### config.mk
export PLATFORM = sky130hd
export DESIGN_NAME = serial_word_adder
export DESIGN_NICKNAME = d
export VERILOG_FILES = /design/src/rtl/serial_add_pkg.sv /design/src/rtl/fulladder_8.sv /design/src/rtl/serial_word_adder.sv
export SDC_FILE = /design/constraint.sdc
export NUM_CORES = 1
export LEC_CHECK = 0
export ABC_AREA = 1
export CAP_MARGIN = 5
export CORE_MARGIN = 1
export CORE_UTILIZATION = 41
export DETAILED_ROUTE_END_ITERATION = 7
export PLACE_DENSITY = 0.75
export RECOVER_POWER = 25
export SKIP_LAST_GASP = 1
export SLEW_MARGIN = 20
export SYNTH_ARGS = -nofsm -noshare
export SYNTH_HDL_FRONTEND = slang
export SYNTH_HIERARCHICAL = 1
export SYNTH_SLANG_ARGS = --single-unit
### constraint.sdc
create_clock -name clk -period 1.88 [get_ports clk]
set_input_delay 0.376 -clock clk [delete_from_list [all_inputs] [get_ports clk]]
set_output_delay 0.376 -clock clk [all_outputs]
set_load 0.1 [all_outputs]
### src/rtl/serial_add_pkg.sv
// Shared definitions for the serial word adder: byte width, FSM states, default word length.
package serial_add_pkg;
    localparam int BYTE_W        = 8;
    localparam int MAX_BYTES_DEF = 4;

    typedef enum logic {
        IDLE = 1'b0,
        MID  = 1'b1
    } state_t;
endpackage

### src/rtl/fulladder_8.sv
// 8-bit full adder: {cout, sum} = a + b + cin.
module fulladder_8 (
    input  logic [7:0] a,
    input  logic [7:0] b,
    input  logic       cin,
    output logic [7:0] sum,
    output logic       cout
);
    assign {cout, sum} = {1'b0, a} + {1'b0, b} + {8'd0, cin};
endmodule

### src/rtl/serial_word_adder.sv
// Byte-serial multi-byte adder around one fulladder_8, LSB byte first, carry chained in a register.
// Optional SERIAL_ADD_SOVF_EN adds out_sovf, the signed overflow of the whole word.
module serial_word_adder
    import serial_add_pkg::*;
#(
    parameter int MAX_BYTES = MAX_BYTES_DEF,
    parameter int CNT_W     = 2
) (
    input  logic              clk,
    input  logic              rst_n,
    input  logic              in_valid,
    output logic              in_ready,
    input  logic [BYTE_W-1:0] in_a,
    input  logic [BYTE_W-1:0] in_b,
    input  logic              in_cin,
    input  logic              in_last,
    output logic              out_valid,
    input  logic              out_ready,
    output logic [BYTE_W-1:0] out_sum,
    output logic [CNT_W-1:0]  out_idx,
    output logic              out_last,
    output logic              out_cout,
    output logic              out_trunc
`ifdef SERIAL_ADD_SOVF_EN
    ,
    output logic              out_sovf
`endif
);
    state_t            state, state_nxt;
    logic [CNT_W-1:0]  count, count_nxt;
    logic              carry_reg, carry_nxt;
    logic              accept, term, add_cin, add_cout;
    logic [BYTE_W-1:0] add_sum;

    assign in_ready = !out_valid || out_ready;
    assign accept   = in_valid && in_ready;
    assign add_cin  = (state == IDLE) ? in_cin : carry_reg;
    // count is 0 in IDLE, so this also covers single-byte words
    assign term     = in_last || (count == CNT_W'(MAX_BYTES - 1));

    fulladder_8 u_add (
        .a    (in_a),
        .b    (in_b),
        .cin  (add_cin),
        .sum  (add_sum),
        .cout (add_cout)
    );

    always_ff @(posedge clk or negedge rst_n) begin
        if (!rst_n) begin
            state     <= IDLE;
            count     <= '0;
            carry_reg <= 1'b0;
        end else begin
            state     <= state_nxt;
            count     <= count_nxt;
            carry_reg <= carry_nxt;
        end
    end

    always_comb begin
        state_nxt = state;
        count_nxt = count;
        carry_nxt = carry_reg;
        if (accept) begin
            if (term) begin
                state_nxt = IDLE;
                count_nxt = '0;
                carry_nxt = 1'b0;
            end else begin
                state_nxt = MID;
                count_nxt = count + CNT_W'(1);
                carry_nxt = add_cout;
            end
        end
    end

    always_ff @(posedge clk or negedge rst_n) begin
        if (!rst_n) begin
            out_valid <= 1'b0;
            out_sum   <= '0;
            out_idx   <= '0;
            out_last  <= 1'b0;
            out_cout  <= 1'b0;
            out_trunc <= 1'b0;
        end else if (accept) begin
            out_valid <= 1'b1;
            out_sum   <= add_sum;
            out_idx   <= count;
            out_last  <= term;
            out_cout  <= term & add_cout;
            out_trunc <= term & ~in_last;
        end else if (out_ready) begin
            out_valid <= 1'b0;
        end
    end

`ifdef SERIAL_ADD_SOVF_EN
    logic c7;
    assign c7 = add_sum[BYTE_W-1] ^ in_a[BYTE_W-1] ^ in_b[BYTE_W-1];

    always_ff @(posedge clk or negedge rst_n) begin
        if (!rst_n)      out_sovf <= 1'b0;
        else if (accept) out_sovf <= term & (c7 ^ add_cout);
    end
`endif
endmodule

==> summary.md <==
The worst slew margin relative to its limit is 36.85%. The leading cell type in the layout, fill and taps excluded is sky130_fd_sc_hd__nand2_1. The pre-antenna-repair detailed-routing pass consisted of 4 iterations. The logs give 0.8431 for the global placer's final weighted congestion and 0 for the initial antenna violation count.

Once layout is complete, the utilization of the core stands at 65.08%. In this run the vertical extent of the chip is 55.62 µm. The total of warnings raised by yosys is 6, and the proportion of layout cells with a drive suffix above 1 is 25.37%.

The worst path needs 1.970 ns of the cycle, external delays included. Sort of element at the start of the critical path: an input port. The combined area of the multi-input logic cells was 665.6 µm²; the routed via count divided by cell count was 4.875. STA classifies the critical path endpoint as a flip-flop. Static timing analysis puts the maximum clock frequency at 507.7 MHz.

The first global-routing pass estimated 4.374 mm of wire. Kind of path behind the tightest hold check: flip-flop to flip-flop. Among cell families on the critical path, the largest total delay comes from adder cells. TritonCTS built the clock tree. The final sum of negative setup slack came out at -0.1670 ns.

The core box area was 2734 µm². The floorplan has 19 rows. In this run the count of I/O pins placed on the die edge is 37. Entering global routing, the biggest net connects 19 pins. The synthesized design contains 18 register bits. The global-route usage over all layers is 18.01%, and the overall die area is 3093 µm².

In the layout the commonest cells are sky130_fd_sc_hd__nand2_1 (59), sky130_fd_sc_hd__dfrtp_1 (18), sky130_fd_sc_hd__clkdlybuf4s50_1 (18), sky130_fd_sc_hd__nand3_1 (16), sky130_fd_sc_hd__buf_4 (16). Measured in cells, the most critical reg-to-reg path has a length of 14. The logs give 0 for the number of antenna cells inserted and -0.09 ns for the setup slack of the worst register-to-register path. With fillers left out, the area of the finished cells amounts to 1779 µm². The category of the most critical setup path was input port to flip-flop. The via count of the first global-routing pass is 1027, and the number of maximum-capacitance violations is 0.

The logs give 0.4857 ns for the final worst hold slack and 2.063 mm for the post-DP HPWL. The number of nets in the synthesized netlist is 184, and the critical path data required time is 2.08 ns. Once detail routing completed, the nets flagged for antenna violations numbered 0. Walking the worst path, the cells encountered are clkdlybuf4s50_1 > fa_2 > fa_2 > nand2_2 > nand2_2 > nand3b_4 > nand2_2 > nand2_1 > nand2_1 > inv_1 > nor2_1 > nand2_1 > nand2_1. The count of distinct cell types in the synthesized netlist came out at 22. Timing analysis after detailed placement gives a worst setup slack of -0.5213 ns. For the leakage power total, the log shows 0.9600 nW.

The tools report the summed instance area of the synthesized netlist as 1179 µm². The most numerous cell type found on the critical path is sky130_fd_sc_hd__nand2_1. The final worst-path cycle share is 104.8%, and the routed length per placed instance is 11.22 µm.

Of all nets on the critical path, the largest fanout is 2. For the pin with the worst max-slew slack, the measured transition is 0.9472 ns. The logs give 0 for the global-route congestion overflow total and 2.604 mm for the post-detailed-routing wire length.

For the total clock sinks, the log shows 18. Clock-pin slew was measured on the worst setup and hold paths at 0.11 ns. After detailed routing, the number of remaining DRC violations is 0. The horizontal die dimension was 55.62 µm. The final count of hold timing violations is 0. The largest registers in the layout are out_sum (8), count (2), out_idx (2). In this run the critical register-to-register path is launched from state. For the total clock buffers created by CTS, the log shows 3. For this design the ratio of total power to cell area is 977.5 nW/µm². The tools report the maximum clock skew at final layout as 0.005420 ns. The worst hold path depth is 2.

Ranked by flip-flop count, first place goes to out_sum. Together, buffers and inverters on the worst path number 2. Max-slew violation count: 0. The worst register-to-register path ends at carry_reg.

In the final design database the tool counted 234 nets. The setup violation total in the final timing report was 2. The run gives 2 as the clock tree buffer depth.

IR analysis of the VDD net gives a maximum drop of 0.6757 mV. The checks that failed: setup timing. The run finished, with violations left. The slowest stage of the critical path belongs to the cell sky130_fd_sc_hd__clkdlybuf4s50_1. The depth of the CTS H-tree is 1.

The worst hold path begins at out_idx[1]. The port buffer count is 36, and the total via count after detailed routing is 1131. The synthesis-to-finish area growth was 50.96%. The area taken by flip-flops and latches came out at 450.4 µm². The critical path's largest stage delay was 0.44 ns. Summing all placed instances gives a cell area of 1709 µm². For this configuration, the core starts out at a cell density of 43.11%.

The register with the most flip-flops in the layout has 8 of them. Post-synthesis sequential area ratio: 38.22%. Setup repair after global routing could not meet its margin everywhere. At the later pin of the worst-skew pair, clock insertion delay measures 0.30 ns. The run gives -0.08977 ns as the worst-case setup margin in the final layout.

The tree is rooted in a sky130_fd_sc_hd__clkbuf_4. The first-iteration detailed-routing DRC count came out at 21. Synthesis handed over a netlist of 152 instances.

The layout filler cell count was 229; the mean area per synthesized cell was 7.754 µm². For hold timing, the worst endpoint is out_idx[1]. The data arrival time of the critical path was 2.17 ns.
[per-stage QoR]
| stage | std cells | power (mW) |
|---|---|---|
| after floorplan | 152 | 1.149 |
| after global routing | 232 | 1.818 |
| final | 232 | 1.739 |
| after CTS | 230 | 1.736 |
| after detailed placement | 224 | 1.492 |
| after global placement | 224 | 1.472 |
[cell type report]
type	count	area share [%]
clock buffers	4	2.039
inverters	15	3.165
multi-input cells	116	37.41
flip-flops and latches	18	25.32
well taps	31	2.180
repair buffers	48	29.89
[how the worst max path moves through the flow]
stage / from / end / slack (ns) / depth (start not counted)
after floorplan: state / out_cout / -0.03 / 14
after global placement: in_cin / out_cout / -0.47 / 15
after detailed placement: in_cin / carry_reg / -0.52 / 15
after CTS: state / carry_reg / -0.10 / 14
after global routing: state / carry_reg / -0.18 / 14
final: in_b[0] / carry_reg / -0.09 / 13
[metal layers]
layer,global-route usage (%),vias to the layer above,routed length [µm]
met1,20.66,525,1059
met5,0,-,0
li1,-,569,-
met3,3.488,7,101
met4,8.571,0,59
met2,32.01,30,1384
[Yosys cell counts]
cell                        n  area share [%]
sky130_fd_sc_hd__nand2_1   62              20
sky130_fd_sc_hd__dfrtp_1   18              38
sky130_fd_sc_hd__nand3_1   16             6.8
sky130_fd_sc_hd__inv_1     13             4.1
sky130_fd_sc_hd__ha_1       8             8.5
sky130_fd_sc_hd__nor2_1     8             2.5
sky130_fd_sc_hd__nand2_2    5             2.7
sky130_fd_sc_hd__a21oi_1    3             1.3
sky130_fd_sc_hd__buf_6      2             1.9
sky130_fd_sc_hd__fa_1       2             3.4
sky130_fd_sc_hd__inv_2      2            0.64
sky130_fd_sc_hd__or2_4      2             1.5
sky130_fd_sc_hd__xnor2_1    2             1.5
sky130_fd_sc_hd__a21oi_2    1            0.74
sky130_fd_sc_hd__buf_4      1            0.64
sky130_fd_sc_hd__nand2_4    1            0.96
sky130_fd_sc_hd__nand3_2    1            0.85
sky130_fd_sc_hd__nand3b_1   1            0.64
sky130_fd_sc_hd__nand3b_4   1             1.7
sky130_fd_sc_hd__nor2_2     1            0.53
sky130_fd_sc_hd__o21ai_0    1            0.42
sky130_fd_sc_hd__xor2_1     1            0.74
[cell families (layout without fill, tap and decap cells)]
group	Yosys count	count (layout)	share of synthesized area (%)
simple gates	98	98	37.90
xor+xnor	3	3	2.230
compound gates	5	5	2.441
flops	18	18	38.22
buf+inv	18	67	7.325
fa+ha+maj	10	10	11.89
[timing repair]
action | in CTS | in global routing
hold buffers | 0 | 0
setup buffers | 2 | 2
resized for setup | 2 | 2
pin swaps | 8 | 0
setup endpoints to repair | 4 | 4
[where the power goes]
part / total (mW) / switching, mW / leakage [nW] / internal, mW
logic: 0.973 / 0.631 / 0.712 / 0.342
clock network: 0.244 / 0.126 / 0.0210 / 0.118
registers: 0.522 / 0.0649 / 0.227 / 0.457
[worst reg2reg max path: cells and delay by family (launching register included)]
kind / cells / cell delay, ns
adder cells (fa/ha/maj): 2 / 0.71
buffers and inverters: 1 / 0.07
AO/OA/AOI/OAI: 1 / 0.06
AND/OR/NAND/NOR: 10 / 0.62
flip-flops: 1 / 0.41
Power figures use the tool's default switching activity.
